File: config.mk
export PLATFORM = sky130hd
export DESIGN_NAME = mem_port_arbiter
export DESIGN_NICKNAME = d
export VERILOG_FILES = /design/src/rtl/mem_arb_pkg.sv /design/src/rtl/rr_arb2.sv /design/src/rtl/mem_port_arbiter.sv
export SDC_FILE = /design/constraint.sdc
export NUM_CORES = 1
export LEC_CHECK = 0
export BUFFER_PORTS_ARGS = -buffer_cell sky130_fd_sc_hd__buf_2
export CAP_MARGIN = 20
export CORE_MARGIN = 2
export CORE_UTILIZATION = 47
export CTS_CLUSTER_SIZE = 12
export DETAILED_ROUTE_END_ITERATION = 10
export PLACE_DENSITY = 0.79
export SKIP_LAST_GASP = 1
export SLEW_MARGIN = 5
export SYNTH_ARGS = -nofsm -noshare
export SYNTH_HDL_FRONTEND = slang
export SYNTH_HIERARCHICAL = 1
export SYNTH_SLANG_ARGS = --single-unit
File: constraint.sdc
create_clock -name clk -period 3.8 [get_ports clk]
set_input_delay 0.57 -clock clk [delete_from_list [all_inputs] [get_ports clk]]
set_output_delay 0.57 -clock clk [all_outputs]
set_load 0.01 [all_outputs]
File: src/rtl/mem_arb_pkg.sv
// Shared types and constants for the MEM-stage / frame-readout RAM arbiter.
// Also holds the opcodes the MEM stage decodes to form mem_req and mem_we.
package mem_arb_pkg;

  typedef enum logic {
    OWN_MEM     = 1'b0,
    OWN_READOUT = 1'b1
  } owner_e;

  typedef enum logic {
    FILL = 1'b0,
    FULL = 1'b1
  } frame_state_e;

  localparam int FRAME_PIXELS_DEF = 153600;
  localparam int RAM_W            = 32;

  // Opcodes: CP is a word read (mem_we=0), GP is a pixel write (mem_we=1).
  localparam logic [3:0] OP_CP = 4'd6;
  localparam logic [3:0] OP_GP = 4'd10;

endpackage

File: src/rtl/rr_arb2.sv
// Two-way round-robin arbiter. Under contention the requester that did not
// win most recently is granted; last_owner starts at OWN_READOUT.
module rr_arb2
  import mem_arb_pkg::*;
(
  input  logic clk,
  input  logic rst_n,
  input  logic req_mem,
  input  logic req_rd,
  output logic gnt_mem,
  output logic gnt_rd
);

  owner_e last_owner;

  always_comb begin
    // NOTE: every output gets a default first, so no path can infer a latch.
    gnt_mem = 1'b0;
    gnt_rd  = 1'b0;
    if (req_mem && req_rd) begin
      if (last_owner == OWN_READOUT) gnt_mem = 1'b1;
      else                           gnt_rd  = 1'b1;
    end else begin
      gnt_mem = req_mem;
      gnt_rd  = req_rd;
    end
  end

  always_ff @(posedge clk or negedge rst_n) begin
    // NOTE: state registers use non-blocking assignment so every flop samples pre-edge values.
    if (!rst_n)       last_owner <= OWN_READOUT;
    else if (gnt_mem) last_owner <= OWN_MEM;
    else if (gnt_rd)  last_owner <= OWN_READOUT;
  end

endmodule

File: src/rtl/mem_port_arbiter.sv
// Shares the single-port data RAM between the MEM stage and the frame readout
// port, with a FILL/FULL frame FSM. Optional counters: define MEM_ARB_PERF_EN.
module mem_port_arbiter
  import mem_arb_pkg::*;
#(
  parameter int                ADDR_W       = 20,
  parameter int                FRAME_PIXELS = FRAME_PIXELS_DEF,
  parameter logic [ADDR_W-1:0] FRAME_BASE   = ADDR_W'(32'h0004_0000),
  parameter int                PIX_W        = 8
) (
  input  logic                            clk,
  input  logic                            rst_n,
  input  logic                            mem_req,
  input  logic                            mem_we,
  input  logic [ADDR_W-1:0]               mem_addr,
  input  logic [PIX_W-1:0]                mem_wdata,
  output logic                            mem_gnt,
  output logic                            mem_rvalid,
  output logic [RAM_W-1:0]                mem_rdata,
  output logic                            stall,
  input  logic                            rd_req,
  output logic                            rd_gnt,
  output logic                            rd_valid,
  output logic [PIX_W-1:0]                rd_data,
  output logic                            rd_last,
  output logic                            ram_en,
  output logic                            ram_we,
  output logic [ADDR_W-1:0]               ram_addr,
  output logic [RAM_W-1:0]                ram_wdata,
  input  logic [RAM_W-1:0]                ram_rdata,
  output logic                            frame_done,
  output logic [$clog2(FRAME_PIXELS)-1:0] pix_count
`ifdef MEM_ARB_PERF_EN
  ,
  output logic [31:0]                     perf_stall_cyc,
  output logic [15:0]                     perf_frames
`endif
);

  localparam int              CNT_W = $clog2(FRAME_PIXELS);
  localparam logic [CNT_W-1:0] LAST = CNT_W'(FRAME_PIXELS - 1);

  frame_state_e     state;
  logic [CNT_W-1:0] drain_ptr;
  logic             cp_pend;
  logic             dr_pend;
  logic             dr_last;
  logic [RAM_W-1:0] rdata_hold;

  logic mem_elig, rd_elig;
  logic gnt_m, gnt_r;
  logic gp_wr, cp_rd;
  logic fill_last, drain_last;

  // GP writes are only eligible while a frame is being filled.
  assign mem_elig = mem_req & (~mem_we | (state == FILL));
  assign rd_elig  = rd_req & (state == FULL);

  rr_arb2 u_arb (
    .clk     (clk),
    .rst_n   (rst_n),
    .req_mem (mem_elig),
    .req_rd  (rd_elig),
    .gnt_mem (gnt_m),
    .gnt_rd  (gnt_r)
  );

  assign gp_wr      = gnt_m & mem_we;
  assign cp_rd      = gnt_m & ~mem_we;
  assign fill_last  = (pix_count == LAST);
  assign drain_last = (drain_ptr == LAST);

  assign mem_gnt    = gnt_m;
  assign rd_gnt     = gnt_r;
  assign stall      = mem_req & ~gnt_m;
  assign frame_done = (state == FULL);

  // Read data lands one cycle after the grant; pass it through on that cycle.
  assign mem_rvalid = cp_pend;
  assign mem_rdata  = cp_pend ? ram_rdata : rdata_hold;
  assign rd_valid   = dr_pend;
  assign rd_data    = dr_pend ? ram_rdata[PIX_W-1:0] : '0;
  assign rd_last    = dr_last;

  always_comb begin
    ram_en    = gnt_m | gnt_r;
    ram_we    = gp_wr;
    ram_addr  = '0;
    ram_wdata = '0;
    if (gnt_r) begin
      ram_addr = FRAME_BASE + ADDR_W'(drain_ptr);
    end else if (gp_wr) begin
      ram_addr  = FRAME_BASE + ADDR_W'(pix_count);
      ram_wdata = RAM_W'(mem_wdata);
    end else if (cp_rd) begin
      ram_addr = mem_addr;
    end
  end

  always_ff @(posedge clk or negedge rst_n) begin
    if (!rst_n) begin
      state      <= FILL;
      pix_count  <= '0;
      drain_ptr  <= '0;
      cp_pend    <= 1'b0;
      dr_pend    <= 1'b0;
      dr_last    <= 1'b0;
      rdata_hold <= '0;
    end else begin
      cp_pend <= cp_rd;
      dr_pend <= gnt_r;
      dr_last <= gnt_r & drain_last;
      if (cp_pend) rdata_hold <= ram_rdata;
      case (state)
        FILL: begin
          if (gp_wr) begin
            if (fill_last) begin
              pix_count <= '0;
              state     <= FULL;
            end else begin
              pix_count <= pix_count + CNT_W'(1);
            end
          end
        end
        FULL: begin
          if (gnt_r) begin
            if (drain_last) begin
              drain_ptr <= '0;
              state     <= FILL;
            end else begin
              drain_ptr <= drain_ptr + CNT_W'(1);
            end
          end
        end
        default: state <= FILL;
      endcase
    end
  end

`ifdef MEM_ARB_PERF_EN
  // Saturating event counters.
  always_ff @(posedge clk or negedge rst_n) begin
    if (!rst_n) begin
      perf_stall_cyc <= '0;
      perf_frames    <= '0;
    end else begin
      if (stall && (perf_stall_cyc != '1))
        perf_stall_cyc <= perf_stall_cyc + 32'd1;
      if (gnt_r && drain_last && (perf_frames != '1))
        perf_frames <= perf_frames + 16'd1;
    end
  end
`endif

endmodule

==> flow_summary.yaml, run 1 <==
status:
  status: "finished clean"
clocking:
  clockBufferDepth: 2
  clkTransAtPathRegs_ns: 0.08
  cts-hold-fix-buffers: 0
  clock_latency_ns: 0.34
  htree_levels: 3
  cts.sinks: 73
  cts_tree: "yes"
  cts_root_buf: "clkbuf_8"
  cts_setup_buffers: 0
  cts_resized: 0
  cts_made_buffers: 9
power_and_ir_drop:
  comb_power_share_pct: 23.1
  p_seq_share_pct: 44.0
  p_leak_nw: 2.52
  swShare_pct: 29.1
  powerDensity_nw_per_um2: 449
  pwr-share-clk_pct: 32.9
  power.switching_uw: 651
  p_int_mw: 1.59
  ir_drop_v: 0.000197
synthesis:
  syn_area_um2: 3900
  synth-seq-cells: 73
  synth_cell_types: 46
  synth_top_area_cell: "dfrtp_1"
  synthArstFlopShare_pct: 100
  seq_area_frac_synth_pct: 46.9
  synth_area_leaders: "dfrtp_1, mux2_2, mux2i_1"
  yosysTopAreaCellShare_pct: 46.2
  yosysWarnings: 6
  avgSynthCellArea_um2: 10.3
  postSynthCellCount: 379
  synth_edf_count: 0
  synthFlopType: "dfrtp_1"
timing:
  setup_viol: 0
  rsz0062_at_grt: "false"
  finClkSkew_ns: 0.00865
  max_slew.worst_pin.slew_ns: 0.611
  hold_viol: 0
  fmax_ghz: 0.316
  setup_tns_ns: 0
  finalCriticalPeriod_ns: 3.16
  fin_crit_sh_pct: 83.2
  slew-limit-headroom_pct: 58.9
  drv_slew: 0
grt:
  grt_pass1_wl_mm: 14.6
  track_usage_pct: 20.9
  grt_pass1_vias: 3154
  overflow: 0
  grt_max_degree: 40
  grt_antenna_before_repair: 0
finish:
  diodes: 0
  area_delta_synth_final_pct: 27.9
  final_cell_mix: "buf_2, dfrtp_1, nand2_1"
  fin_nets: 606
  design_area_um2: 4980
  finalNonFillerCells: 649
  drive_gt1_share_pct: 40.8
  fin_util_pct: 61.3
  layout.cells.most_common: "buf_2"
worst_setup_path:
  worstSetupPathType: "reg2out"
  crit_arrival_ns: 2.59
  cp_max_fo: 19
  critPathCaptureType: "output pin"
  startpoint_type: "flop"
  crit_required_ns: 3.23
place:
  gp_congestion: 0.998
  hpwl_mm: 7.39
  dpl-instance-area_um2: 4710
  place.port_buffers: 159
  dp_cells: 632
min_path:
  hold_path_class: "in2async"
routing:
  first_pass_iters: 4
  routed_wl_mm: 9.50
  drt_iter0_markers: 134
  drc: 0
  ant_nets: 0
  wl_per_cell_um: 14.6
  viasPerCell: 5.09
  vias: 3303
die:
  die_area_um2: 9040
  die_w_um: 95.1
  io_pins: 184
  initial_core_util_pct: 47.9
  die_h_um: 95.1
  rows: 33
  coreArea_um2: 8130
job:
  drv_cap: 0
==> path summary, 6_finish.rpt <==
kind	start	to	slack, ns	cells after the start
hold / removal	rst_n	pix_count[16]	0.04	1
setup / recovery	frame_done	ram_addr[12]	0.64	5
hold reg to reg	rdata_hold[10]	rdata_hold[10]	0.49	1
min in group clk	ram_rdata[23]	rdata_hold[23]	0.47	2
max in group asynchronous	rst_n	u_arb/last_owner	3.07	2
setup reg to reg	frame_done	pix_count[17]	1.02	6
==> cell families (layout without fill, tap and decap cells) <==
group | Yosys count | count (layout) | share of synthesized area (%)
and+or+nand+nor | 139 | 139 | 19.6
DFF | 73 | 73 | 46.9
other | 1 | 24 | 0.0962
muxes | 51 | 51 | 14.1
adders and majority gates | 2 | 2 | 0.642
buffers and inverters | 46 | 188 | 6.81
xor gates and xnor gates | 25 | 25 | 5.62
AOI/OAI and AO/OA | 42 | 42 | 6.26
==> flip-flops by register name, indices dropped and copies added, names as in the netlist <==
register,cells
rdata_hold,32
drain_ptr,18
pix_count,18
frame_done,1
mem_rvalid,1
rd_last,1
rd_valid,1
u_arb/last_owner,1
==> Yosys cell counts (2+ instances only) <==
master / count
a21o_1: 2
buf_2: 2
a21boi_0: 2
xnor2_1: 19
nor2b_1: 2
inv_1: 7
xor2_1: 6
nor4_1: 5
a31o_2: 2
dfrtp_1: 72
nand3b_1: 2
nand2b_1: 3
and3_1: 4
nand3_1: 7
clkbuf_1: 9
nand2_1: 40
or2_2: 2
buf_4: 24
nor2_1: 15
mux2_2: 32
nand4_1: 13
or4_1: 2
ha_1: 2
nor3_1: 8
nor4b_1: 2
or4_4: 2
and2_1: 23
o21ai_0: 28
and4_1: 2
a21oi_1: 3
mux2i_1: 19
buf_1: 4
==> worst max-delay path, stage by stage, from the launching register on <==
cell and delay [ns]:
dfrtp_1 0.51, a21boi_0 0.36, and2_1 0.40, or2b_1 0.48, o21ai_0 0.32, buf_2 0.18
==> metrics by stage <==
step	hold WS [ns]	total power, mW	worst slack, ns
after detailed placement	0.403	1.52	0.880
after CTS	0.0336	2.25	0.617
after global placement	0.403	1.50	0.943
final	0.0380	2.24	0.637
after global routing	0.0327	2.37	0.401
after floorplan	0.274	1.31	0.444
==> layout make-up <==
cell class                      instances  area (µm²)
Tap cell                              105         131
Multi-Input combinational cell        283        1890
Clock buffer                           10         128
Timing Repair Buffer                  165         861
Sequential cell                        73        1830
Clock inverter                          6         115
Inverter                                7        26.3
Fill cell                             666        3150
==> power groups by stage <==
stage	clock network, mW	registers [mW]	logic (mW)
after floorplan	0	0.971	0.334
after global placement	0	0.998	0.504
after detailed placement	0	1.00	0.517
after CTS	0.747	0.989	0.518
after global routing	0.791	1.00	0.578
final	0.737	0.986	0.517
==> routing by layer <==
layer / vias up / global-route usage, % / part of all wire, %
li1: 1578 / - / -
met1: 1528 / 25.2 / 42
met2: 175 / 36.1 / 48
met3: 22 / 3.95 / 7.9
met4: 0 / 9.78 / 2.3
met5: - / 0 / 0
(Power assumes the default switching activity.)
==> run 2: changes to the inputs <==
--- a/config.mk
+++ b/config.mk
@@ -5,10 +5,11 @@
 export SDC_FILE = /design/constraint.sdc
 export NUM_CORES = 1
 export LEC_CHECK = 0
+export ABC_AREA = 1
 export BUFFER_PORTS_ARGS = -buffer_cell sky130_fd_sc_hd__buf_2
 export CAP_MARGIN = 20
 export CORE_MARGIN = 2
-export CORE_UTILIZATION = 47
+export CORE_UTILIZATION = 48
 export CTS_CLUSTER_SIZE = 12
 export DETAILED_ROUTE_END_ITERATION = 10
 export PLACE_DENSITY = 0.79
==> constraint.sdc (replaced) <==
create_clock -name clk -period 2.95 [get_ports clk]
set_input_delay 0.4425 -clock clk [delete_from_list [all_inputs] [get_ports clk]]
set_output_delay 0.4425 -clock clk [all_outputs]
set_load 0.01 [all_outputs]
==> flow_summary.yaml, run 2 <==
status:
  status: "finished clean"
finish:
  fin_nets: 775
  layout.cells.most_common: "buf_2"
  final_cell_mix: "buf_2, nand2_1, inv_1"
  drive_gt1_share_pct: 33.7
  area_delta_synth_final_pct: 25.0
  largest_reg_flops: 32
  register_area_um2: 1830
  nFillCells: 771
  finalNonFillerCells: 821
  multi_input_area_um2: 1990
  regMostFlops: "rdata_hold"
  diodes: 0
  design_area_um2: 5360
  reg.largest.list: "rdata_hold (32), drain_ptr (18), pix_count (18)"
synthesis:
  synthTopCellsByCount: "nand2_1, inv_1, dfrtp_1"
  yosysWarnings: 6
  yosysTopAreaCellShare_pct: 42.1
  synthFlopType: "dfrtp_1"
  synth_area_leaders: "dfrtp_1, nand2_1, mux2_2"
  avgSynthCellArea_um2: 7.83
  synth_cell_types: 35
  synthArstFlopShare_pct: 100
  syn_area_um2: 4280
  synth-seq-cells: 73
  synth_most_common_cell: "nand2_1"
  synth_top_area_cell: "dfrtp_1"
  synth_edf_count: 0
  postSynthCellCount: 547
  seq_area_frac_synth_pct: 42.7
place:
  gp_congestion: 0.905
  hpwl_mm: 9.35
  place.port_buffers: 159
  dp_cells: 805
  dpl-instance-area_um2: 5090
timing:
  hold_viol: 0
  fmax_ghz: 0.371
  rsz0062_at_grt: "false"
  whs_ns: 0.300
  max_slew.worst_pin.slew_ns: 0.913
  drv_slew: 0
  slew-limit-headroom_pct: 39.1
  setup_viol: 0
  finClkSkew_ns: 0.0101
  finalCriticalPeriod_ns: 2.70
  fin_crit_sh_pct: 91.5
  setup_tns_ns: 0
worst_setup_path:
  startpoint_type: "flop"
  worstSetupPathType: "reg2out"
  cp_max_fo: 14
  crit_required_ns: 2.51
  worst-r2r-cell-count: 10
  crit_arrival_ns: 2.26
  critPathCaptureType: "output pin"
routing:
  vias: 3995
  wl_per_cell_um: 14.4
  drt_iter0_markers: 182
  first_pass_iters: 5
  routed_wl_mm: 11.8
  ant_nets: 0
  viasPerCell: 4.87
  drc: 0
power_and_ir_drop:
  p_leak_nw: 3.06
  powerDensity_nw_per_um2: 504
  power_mw: 2.70
  ir_drop_v: 0.000238
grt:
  grt_pass1_vias: 3836
  grt_antenna_before_repair: 0
  track_usage_pct: 24.6
  grt_pass1_wl_mm: 19.2
  overflow: 0
  grt_max_degree: 74
clocking:
  clkTransAtPathRegs_ns: 0.08
  cts_tree: "yes"
  htree_levels: 3
  cts_made_buffers: 9
  clock_latency_ns: 0.34
  clockBufferDepth: 2
  cts_root_buf: "clkbuf_8"
  cts-hold-fix-buffers: 0
  cts.sinks: 73
die:
  die_area_um2: 9700
  coreArea_um2: 8680
  die_w_um: 98.5
  die_h_um: 98.5
  rows: 34
  initial_core_util_pct: 49.4
  io_pins: 184
job:
  drv_cap: 0
min_path:
  hold_path_class: "in2async"
-- run 2: through the flow --
step / setup WS (ns) / utilization, %
6_report: 0.252 / 61.7
5_1_grt: 0.0497 / 61.7
4_1_cts: 0.00606 / 61.6
3_5_place_dp: 0.295 / 58.7
3_3_place_gp: 0.430 / 58.7
2_1_floorplan: 0.426 / -
-- run 2: final cells by class --
type	count	share of cell area [%]
inverter	80	5.61
sequential	73	34.1
multi-input combinational	379	37.2
clock inverter	6	2.15
timing repair buffer	165	15.8
clock buffer	10	2.57
tap	108	2.52
-- run 2: worst paths after layout --
kind | end | slack (ns) | from
worst max-delay path | ram_addr[12] | 0.25 | frame_done
min in group clk | rdata_hold[17] | 0.35 | ram_rdata[17]
worst min-delay path | pix_count[12] | 0.30 | rst_n
max in group asynchronous | rdata_hold[29] | 2.05 | rst_n
worst min register to register | rdata_hold[4] | 0.49 | rdata_hold[4]
worst max register to register | pix_count[16] | 0.90 | frame_done
-- run 2: worst max-delay path: stages (launching register included) --
cell,delay [ns]
dfrtp_1,0.43
a21oi_2,0.23
nand2_1,0.09
nand2_2,0.12
inv_1,0.06
or2_1,0.22
inv_2,0.12
buf_6,0.19
nand2_1,0.06
o21ai_0,0.07
nand2_1,0.06
o21ai_0,0.09
buf_2,0.16
-- run 2: cell families (layout without fill, tap and decap cells) --
family,Yosys count,in the layout,share of synthesized area [%]
AOI/OAI and AO/OA,40,40,5.05
and+or+nand+nor,268,268,27.6
buffers and inverters,118,261,12.9
xor gates and xnor gates,13,13,2.66
other,1,24,0.0875
muxes,32,32,8.41
adders and majority gates,2,2,0.584
DFF,73,73,42.7
-- run 2: per-layer routing --
layer,part of all wire (%),wire [µm],track usage [%],vias to the layer above
met5,0,0,0,-
met4,1.1,135,5.80,0
met3,6.9,818,4.47,12
met2,48,5740,42.3,168
met1,43,5150,32.7,1840
li1,-,-,-,1975
-- run 2: report_power, final --
part / switching [mW] / total, mW / internal (mW)
combinational: 0.332 / 0.562 / 0.230
sequential: 0.0668 / 1.17 / 1.10
clock: 0.384 / 0.971 / 0.588
total: 0.783 / 2.70 / 1.92
-- run 2: what timing repair did --
action	CTS	global route
buffers inserted	0	0
setup endpoints to repair	0	20
resized for setup	0	4
hold endpoints to repair	0	0
==> run 3: changes to the inputs <==
--- a/config.mk
+++ b/config.mk
@@ -17,5 +17,4 @@
 export SLEW_MARGIN = 5
 export SYNTH_ARGS = -nofsm -noshare
 export SYNTH_HDL_FRONTEND = slang
-export SYNTH_HIERARCHICAL = 1
 export SYNTH_SLANG_ARGS = --single-unit
==> flow_summary.yaml, run 3 <==
status:
  status: "finished clean"
finish:
  fin_nets: 745
  layout.cells.most_common: "buf_2"
  diodes: 0
  multi_input_area_um2: 2020
  drive_gt1_share_pct: 33.7
  regMostFlops: "rdata_hold"
  largest_reg_flops: 32
  register_area_um2: 1830
  final_cell_mix: "buf_2, nand2_1, dfrtp_1"
  reg.largest.list: "rdata_hold (32), drain_ptr (18), pix_count (18)"
  finalNonFillerCells: 791
  fin_util_pct: 60.8
  design_area_um2: 5270
  area_delta_synth_final_pct: 23.7
  nFillCells: 773
synthesis:
  synth_area_leaders: "dfrtp_1, nand2_1, mux2_2"
  synth_edf_count: 0
  yosysTopAreaCellShare_pct: 42.3
  synthArstFlopShare_pct: 100
  yosysWarnings: 0
  synth-seq-cells: 73
  synth_cell_types: 33
  syn_area_um2: 4260
  postSynthCellCount: 522
  synth_top_area_cell: "dfrtp_1"
  synthFlopType: "dfrtp_1"
  seq_area_frac_synth_pct: 42.9
  avgSynthCellArea_um2: 8.17
  synth_most_common_cell: "nand2_1"
  synthTopCellsByCount: "nand2_1, dfrtp_1, inv_1, nor2_1, mux2_2"
grt:
  grt_antenna_before_repair: 0
  top_usage_layer: "met2"
  track_usage_pct: 22.7
  use_met1_pct: 29.2
  grt_pass1_wl_mm: 17.8
  grt_max_degree: 74
  use_met3_pct: 4.29
  met2_usage_pct: 39.3
  overflow: 0
  grt_pass1_vias: 3712
clocking:
  cts_made_buffers: 9
  htree_levels: 3
  cts_resized: 0
  clkTransAtPathRegs_ns: 0.08
  clockBufferDepth: 2
  cts.sinks: 73
  cts_setup_buffers: 0
  cts_root_buf: "clkbuf_8"
  clock_latency_ns: 0.34
  cts-hold-fix-buffers: 0
  cts_tree: "yes"
die:
  io_pins: 184
  die_w_um: 98.2
  rows: 34
  die_area_um2: 9650
  coreArea_um2: 8680
  initial_core_util_pct: 49.1
  die_h_um: 98.2
min_path:
  hold_path_class: "in2async"
worst_setup_path:
  reg2reg_slack_ns: 1.05
  crit_arrival_ns: 2.05
  cp_max_fo: 35
  r2r-end: "pix_count[6]"
  critPathCaptureType: "output pin"
  rr_startpoint: "frame_done"
  startpoint_type: "flop"
  worst-r2r-cell-count: 9
  crit_required_ns: 2.51
  worstSetupPathType: "reg2out"
place:
  gp_congestion: 0.888
  place.port_buffers: 159
  dp_cells: 775
  hpwl_mm: 8.50
  dpl-instance-area_um2: 5030
timing:
  fmax_ghz: 0.401
  slew-limit-headroom_pct: 39.8
  setup_viol: 0
  finalCriticalPeriod_ns: 2.49
  max_slew.worst_pin.slew_ns: 0.902
  rsz0062_at_grt: "false"
  setup_tns_ns: 0
  whs_ns: 0.208
  finClkSkew_ns: 0.0166
  fin_crit_sh_pct: 84.5
  hold_viol: 0
  drv_slew: 0
routing:
  drt_iter0_markers: 190
  vias: 3997
  wl_per_cell_um: 13.8
  viasPerCell: 5.05
  ant_nets: 0
  routed_wl_mm: 10.9
  drc: 0
  first_pass_iters: 4
power_and_ir_drop:
  powerDensity_nw_per_um2: 602
  ir_drop_v: 0.000266
  p_leak_nw: 2.77
job:
  drv_cap: 0
## run 3: kinds of logic after synthesis
kind of cell	after synthesis	synth area share, %
and+or+nand+nor	256	26.2
buffers and inverters	100	11.7
DFF	73	42.9
AOI/OAI and AO/OA	49	8.25
muxes	32	8.45
xor gates and xnor gates	9	1.85
adders and majority gates	2	0.587
other	1	0.0880
## run 3: layout make-up
| cell class | count | area share (%) |
|---|---|---|
| Sequential cell | 73 | 34.7 |
| Clock inverter | 6 | 2.14 |
| Timing Repair Buffer | 162 | 15.6 |
| Tap cell | 108 | 2.56 |
| Multi-Input combinational cell | 372 | 38.4 |
| Clock buffer | 10 | 2.42 |
| Inverter | 60 | 4.27 |
## run 3: worst max path at each step
stage | startpoint | endpoint | slack (ns) | cells past startpoint
final | frame_done | ram_addr[1] | 0.46 | 7
after global routing | frame_done | ram_addr[2] | 0.26 | 7
after CTS | frame_done | ram_addr[13] | 0.43 | 7
after detailed placement | mem_we | ram_addr[13] | 0.71 | 8
after global placement | mem_req | ram_addr[14] | 0.79 | 9
after floorplan | frame_done | ram_addr[11] | 1.16 | 9
## run 3: metrics by stage
step | power [mW] | worst slack (ns)
floorplan | 1.89 | 1.16
global placement | 2.23 | 0.786
detailed placement | 2.26 | 0.709
CTS | 3.20 | 0.433
global route | 3.37 | 0.257
finish | 3.18 | 0.456
## run 3: power by group
group          switching [mW]  internal (mW)
combinational           0.517          0.347
sequential              0.183           1.19
clock                   0.374          0.567
## run 3: critical path, cell delays in order, from the launching register on
cell and delay, ns:
dfrtp_1 0.48, nand2_1 0.12, inv_2 0.08, nand2_2 0.16
inv_2 0.47, nand2_1 0.12, o211ai_1 0.12, buf_2 0.16
## run 3: per-layer routing
layer	share of wire [%]	vias up
met5	0	-
met4	1.2	0
met3	7.9	11
met2	50	167
met1	41	1865
li1	-	1954
